`src/rtl/mdu_pkg.sv`:
```
// ============================================================================
// Module   : mdu_pkg
// Purpose  : Shared op encodings, FSM states and iteration count for the MDU.
// Revision : 1.0
// ============================================================================
`default_nettype none

package mdu_pkg;

    localparam int ITER_COUNT = 32;
    localparam int CNT_W      = 6;

    typedef enum logic [1:0] {
        OP_MULT  = 2'b00,
        OP_MULTU = 2'b01,
        OP_DIV   = 2'b10,
        OP_DIVU  = 2'b11
    } op_e;

    typedef enum logic [1:0] {
        S_IDLE = 2'b00,
        S_CALC = 2'b01,
        S_FIX  = 2'b10,
        S_DONE = 2'b11
    } state_e;

    function automatic logic [31:0] magnitude(input logic [31:0] v, input logic neg);
        return neg ? (~v + 32'd1) : v;
    endfunction

endpackage

`default_nettype wire

```
`src/rtl/mdu_addsub.sv`:
```
// ============================================================================
// Module   : mdu_addsub
// Purpose  : 33-bit add/subtract step shared by multiply and divide iterations.
// Revision : 1.0
// ============================================================================
`default_nettype none

module mdu_addsub (
    input  logic [32:0] a,
    input  logic [32:0] b,
    input  logic        sub,
    output logic [32:0] sum
);

    assign sum = sub ? (a - b) : (a + b);

endmodule

`default_nettype wire

```
`src/rtl/mult_div_unit.sv`:
```
// ============================================================================
// Module   : mult_div_unit
// Purpose  : Iterative radix-2 multiply/divide unit with HI/LO registers.
//            Macro MDU_DIV_EN compiles in the divide path (div/divu).
// Revision : 1.0
// ============================================================================
`default_nettype none

module mult_div_unit
    import mdu_pkg::*;
(
    input  logic        clk,
    input  logic        rst_n,
    input  logic        start,
    input  logic [1:0]  op,
    input  logic [31:0] in1,
    input  logic [31:0] in2,
    input  logic        mthi,
    input  logic        mtlo,
    output logic        busy,
    output logic        done,
    output logic [31:0] hi,
    output logic [31:0] lo
);

    localparam logic [CNT_W-1:0] LAST_ITER = CNT_W'(ITER_COUNT - 1);

    state_e             state_q, state_d;
    logic [CNT_W-1:0]   cnt_q, cnt_d;
    op_e                op_q, op_d;
    logic               sa_q, sa_d;
    logic               sb_q, sb_d;
    logic [31:0]        acc_q, acc_d;
    logic [31:0]        work_q, work_d;
    logic [31:0]        opnd_q, opnd_d;
    logic [31:0]        hi_q, hi_d;
    logic [31:0]        lo_q, lo_d;
    logic               busy_q, busy_d;
    logic               done_q, done_d;

    logic [32:0]        as_a;
    logic [32:0]        as_b;
    logic               as_sub;
    logic [32:0]        as_sum;
    logic               w_start_ok;
    logic               w_sgn;
    logic [63:0]        w_prod;

`ifdef MDU_DIV_EN
    logic               w_mult;
    logic               w_div0;
    logic               w_borrow;

    assign w_start_ok = 1'b1;
    assign w_mult     = (op_q == OP_MULT) || (op_q == OP_MULTU);
    assign w_div0     = (opnd_q == 32'd0);
    // A zero divisor never borrows, so the dividend shifts into acc unchanged.
    assign w_borrow   = as_sum[32] & ~w_div0;
`else
    assign w_start_ok = (op == OP_MULT) || (op == OP_MULTU);
`endif

    assign w_sgn = ~op[0];

    mdu_addsub u_addsub (
        .a   (as_a),
        .b   (as_b),
        .sub (as_sub),
        .sum (as_sum)
    );

    always_comb begin
        state_d = state_q;
        cnt_d   = cnt_q;
        op_d    = op_q;
        sa_d    = sa_q;
        sb_d    = sb_q;
        acc_d   = acc_q;
        work_d  = work_q;
        opnd_d  = opnd_q;
        hi_d    = hi_q;
        lo_d    = lo_q;
        busy_d  = busy_q;
        done_d  = 1'b0;
        w_prod  = {acc_q, work_q};

        as_a    = {1'b0, acc_q};
        as_b    = {1'b0, (work_q[0] ? opnd_q : 32'd0)};
        as_sub  = 1'b0;
`ifdef MDU_DIV_EN
        if (!w_mult) begin
            as_a   = {acc_q, work_q[31]};
            as_b   = {1'b0, opnd_q};
            as_sub = 1'b1;
        end
`endif

        case (state_q)
            S_CALC: begin
                cnt_d  = cnt_q + 1'b1;
                acc_d  = as_sum[32:1];
                work_d = {as_sum[0], work_q[31:1]};
`ifdef MDU_DIV_EN
                if (!w_mult) begin
                    acc_d  = w_borrow ? as_a[31:0] : as_sum[31:0];
                    work_d = {work_q[30:0], ~w_borrow};
                end
`endif
                if (cnt_q == LAST_ITER) begin
                    cnt_d   = '0;
                    state_d = S_FIX;
                end
            end
            S_FIX: begin
                if (sa_q ^ sb_q) begin
                    w_prod = ~w_prod + 64'd1;
                end
                hi_d = w_prod[63:32];
                lo_d = w_prod[31:0];
`ifdef MDU_DIV_EN
                if (!w_mult) begin
                    hi_d = magnitude(acc_q, sa_q);
                    lo_d = magnitude(work_q, (sa_q ^ sb_q) & ~w_div0);
                end
`endif
                state_d = S_DONE;
                busy_d  = 1'b0;
                done_d  = 1'b1;
            end
            default: begin
                // IDLE and DONE behave alike: start wins over mthi/mtlo.
                state_d = S_IDLE;
                if (start) begin
                    if (w_start_ok) begin
                        state_d = S_CALC;
                        busy_d  = 1'b1;
                        cnt_d   = '0;
                        op_d    = op_e'(op);
                        sa_d    = w_sgn & in1[31];
                        sb_d    = w_sgn & in2[31];
                        acc_d   = 32'd0;
                        work_d  = magnitude(in1, w_sgn & in1[31]);
                        opnd_d  = magnitude(in2, w_sgn & in2[31]);
                    end
                end else begin
                    if (mthi) hi_d = in1;
                    if (mtlo) lo_d = in1;
                end
            end
        endcase
    end

    always_ff @(posedge clk or negedge rst_n) begin
        if (!rst_n) begin
            state_q <= S_IDLE;
            cnt_q   <= '0;
            op_q    <= OP_MULT;
            sa_q    <= 1'b0;
            sb_q    <= 1'b0;
            acc_q   <= 32'd0;
            work_q  <= 32'd0;
            opnd_q  <= 32'd0;
            hi_q    <= 32'd0;
            lo_q    <= 32'd0;
            busy_q  <= 1'b0;
            done_q  <= 1'b0;
        end else begin
            state_q <= state_d;
            cnt_q   <= cnt_d;
            op_q    <= op_d;
            sa_q    <= sa_d;
            sb_q    <= sb_d;
            acc_q   <= acc_d;
            work_q  <= work_d;
            opnd_q  <= opnd_d;
            hi_q    <= hi_d;
            lo_q    <= lo_d;
            busy_q  <= busy_d;
            done_q  <= done_d;
        end
    end

    assign busy = busy_q;
    assign done = done_q;
    assign hi   = hi_q;
    assign lo   = lo_q;

endmodule

`default_nettype wire

```
`config.mk`:
```
export PLATFORM = sky130hd
export DESIGN_NAME = mult_div_unit
export DESIGN_NICKNAME = d
export VERILOG_FILES = /design/src/rtl/mdu_pkg.sv /design/src/rtl/mdu_addsub.sv /design/src/rtl/mult_div_unit.sv
export SDC_FILE = /design/constraint.sdc
export NUM_CORES = 1
export LEC_CHECK = 0
export BUFFER_PORTS_ARGS = -buffer_cell sky130_fd_sc_hd__buf_2
export CAP_MARGIN = 10
export CORE_MARGIN = 4
export CORE_UTILIZATION = 65
export DETAILED_ROUTE_END_ITERATION = 8
export GPL_TIMING_DRIVEN = 0
export HOLD_SLACK_MARGIN = 0.15
export PLACE_DENSITY = 0.93
export SLEW_MARGIN = 20
export SYNTH_ARGS = -nofsm -noshare
export SYNTH_HDL_FRONTEND = slang
export SYNTH_SLANG_ARGS = --single-unit
```
`constraint.sdc`:
```
create_clock -name clk -period 8.65 [get_ports clk]
set_input_delay 0.4325 -clock clk [delete_from_list [all_inputs] [get_ports clk]]
set_output_delay 0.4325 -clock clk [all_outputs]
set_load 0.01 [all_outputs]
```
==> results.cfg <==
[status]
outcome = finished, final reports clean

[synth]
synth_seq_area_share_pct = 36.2
yosysTopAreaCellShare_pct = 36.2
post_synthesis_net_count = 1565
post_synth_most_frequent_cells = sky130_fd_sc_hd__nand2_1, sky130_fd_sc_hd__o21ai_0, sky130_fd_sc_hd__dfrtp_1
synth.ff_latch_count = 172
synth_area_leaders = sky130_fd_sc_hd__dfrtp_1, sky130_fd_sc_hd__o21ai_0, sky130_fd_sc_hd__nand2_1
synth.most_common_cell = sky130_fd_sc_hd__nand2_1
post_synth_num_cell_types = 65
synth-edff-count = 0
synth.yosys.warnings = 0
yosysTopAreaCell = sky130_fd_sc_hd__dfrtp_1
synthesis.area_um2 = 11900
mean_post_synth_cell_area_um2 = 8.17
ys_dominant_reg_cell = sky130_fd_sc_hd__dfrtp_1
synthesis.instances = 1455
asyncSetResetFlopFracSynth_pct = 100

[timing]
timing_worst_slew_pin_value_ns = 1.24
achievable-frequency_mhz = 249
final.hold.worst_slack_ns = 0.282
rsz_0062_raised_after_global_routing = false
maxSlewHeadroom_pct = 16.7
finalSetupViolCount = 0
timing.final.hold_violations = 0
worst_case_clock_skew_ns = 0.0149
finalMaxSlewViolations = 0
final_period_demand_of_the_worst_path_ns = 4.02
timing.final.crit_share_pct = 46.4
setup_tns_ns = 0

[power]
power_leakage_nw = 5.87
power.clock.fraction_pct = 14.7
pwr-share-comb_pct = 58.2
switching_power_w = 0.00298
power.share.switching_pct = 51.4
ir_drop_worst_vdd_mv = 0.264
p_int_w = 0.00282
p_per_area_nw_per_um2 = 429
power.total_w = 0.00580
pwr-share-seq_pct = 27.1

[setup_path]
timing.critical_path.mode_cell = sky130_fd_sc_hd__o21ai_0
r2r_cells = 13
required_time_of_the_critical_path_ns = 8.98
slowest_stage = sky130_fd_sc_hd__dfrtp_1
reg2reg_from = work_q[0]
cp_num_cells = 13
cp-startpoint = work_q[0]
critPathArrivalTime_ns = 4.35
start_kind = flip-flop
critPathTopFamily = compound AO/OA/AOI/OAI gates
cp.buffers_inverters = 2
highest_cell_delay_on_the_worst_timing_path_ns = 0.57
r2r_end = acc_q[29]
cp_cell_sequence = clkbuf_1, and2_1, ha_1, inv_1, fa_1, nor2b_1, o21ai_0, a21oi_1, o21ai_0, a21o_1, a311o_1, o2111a_1, a221o_1
cp-end-kind = flip-flop
crit_fanout = 10
worst-setup-path-type = flip-flop to flip-flop
r2r_slack_ns = 4.63

[cts]
cts.sinks = 172
numCtsBuffers = 17
post_cts_resized = 0
cts_tree = built
clk_pin_slew_ns = 0.07
cts-root-to-sink-buffers = 2
cts_hold_buffers = 1
cts_root_buffer = sky130_fd_sc_hd__clkbuf_16
post-cts-setup-buffers = 0
clk_latency_ns = 0.45
level_count_of_the_clock_h_tree = 4

[placed_design]
globalplace.congestion = 1.07
buffer_ports.inserted = 136
place_hpwl_um = 33200
placed_cell_area_um2 = 12900
place_inst = 1821

[min_path]
min_path_type = input port to flip-flop
hold_path_end = opnd_q[0]
min_from = in2[0]
timing.hold.worst_path_depth = 3

[finish]
sequential_cell_area_um2 = 4300
postLayoutCellArea_um2 = 13500
nNetsFinal = 1722
fillers = 1325
area.growth.synth_to_final_pct = 13.9
antennaDiodeCount = 0
area_taken_by_multi_input_logic_gates_um2 = 7170
layout.cells.non_filler = 1852
drive_above_1_share_pct = 11.4

[routing]
num_vias = 12600
detailed_route_wire_length_um = 43600
detail_routed_via_count_per_cell = 6.82
detail_route.wl_per_cell_um = 23.5
drc = 0
ant_nets = 0
drt-pass1-iter-count = 7
drt_iter0_markers = 1389

[grt]
gr-usage-all-layers_pct = 42.5
first_global_vias = 12200
grt_max_degree = 90
global_route_wire_length_before_repair_um = 66900
sum_of_overflow_across_all_layers_after_global_routing = 0
antenna_found_initial = 1

[run]
cap_violations = 0

[die]
initial_standard_cell_utilization_of_the_core_pct = 66.2
placementRows = 49
die_outline_area_um2 = 20500
die_y_um = 143
core_um2 = 18000
die_width_um = 143
floorplan.io_pins = 137
[layout by cell type, fill, tap and decap left out, drive strengths merged, types with 24 or more instances in the layout]
master and instances:
ha 38, xnor2 70, clkbuf 92, a21oi 100, inv 34, nand2 203, xor2 64, nor3 27
and2 36, a31oi 24, nor2 98, o21ai 198, or3 26, a21o 29, buf 145, dfrtp 172
nor4 24
[per-layer routing]
layer,wire length (um),GRT usage [%],vias to the layer above,share of wire (%)
li1,-,-,5571,-
met3,4710,7.77,231,11
met1,15800,52.3,5903,36
met2,19400,67.7,918,45
met4,3620,30.0,2,8.3
met5,13,0,-,0.030
[kinds of logic (layout without fill, tap and decap cells)]
kind of cell             after synthesis  after routing  synth area share [%]
AO/OA/AOI/OAI                        465            465                  23.7
XOR/XNOR                             134            134                  9.88
adder cells (fa/ha/maj)               39             39                  4.17
buffers and inverters                109            277                  3.45
flip-flops                           172            172                  36.2
multiplexers                           7              7                 0.600
AND/OR/NAND/NOR                      529            529                  22.0
[worst register-to-register path, delay by kind of cell, from the launching register on]
kind,cells,cell delay (ns)
compound gates,7,1.78
flops,1,0.57
fa+ha+maj,2,0.56
buf+inv,2,0.54
simple gates,2,0.45
[how the worst max path moves through the flow]
stage,to,slack [ns]
final,acc_q[29],4.63
after global routing,acc_q[29],4.46
after CTS,acc_q[29],4.74
after detailed placement,acc_q[29],4.77
after global placement,opnd_q[22],4.60
after floorplan,acc_q[29],5.64
[state kept, by name (all words and copies together), names as in the netlist]
register  cells
opnd_q       32
cnt_q         6
acc_q        32
done          1
sb_q          1
lo           32
work_q       32
sa_q          1
state_q       2
hi           32
busy          1
[power by group through the flow]
stage	Clock, W	Combinational, W	Sequential (W)
after floorplan	0	0.00206	0.00152
after global placement	0	0.00316	0.00154
after detailed placement	0	0.00323	0.00156
after CTS	0.000842	0.00326	0.00155
after global routing	0.000880	0.00361	0.00160
final	0.000854	0.00338	0.00157
[final cells by class]
class	instances	area share [%]
Multi-Input combinational cell	1174	53.0
Sequential cell	172	31.8
Timing Repair Buffer	138	5.38
Clock buffer	17	3.14
Buffer	83	2.31
Tap cell	229	2.12
Clock inverter	13	1.50
Inverter	26	0.721
[through the flow]
step / utilization [%] / setup WS (ns)
2_1_floorplan: - / 5.64
3_3_place_gp: 71.5 / 4.60
3_5_place_dp: 71.8 / 4.77
4_1_cts: 75.3 / 4.74
5_1_grt: 75.3 / 4.46
6_report: 75.3 / 4.63
(Power assumes the default switching activity.)
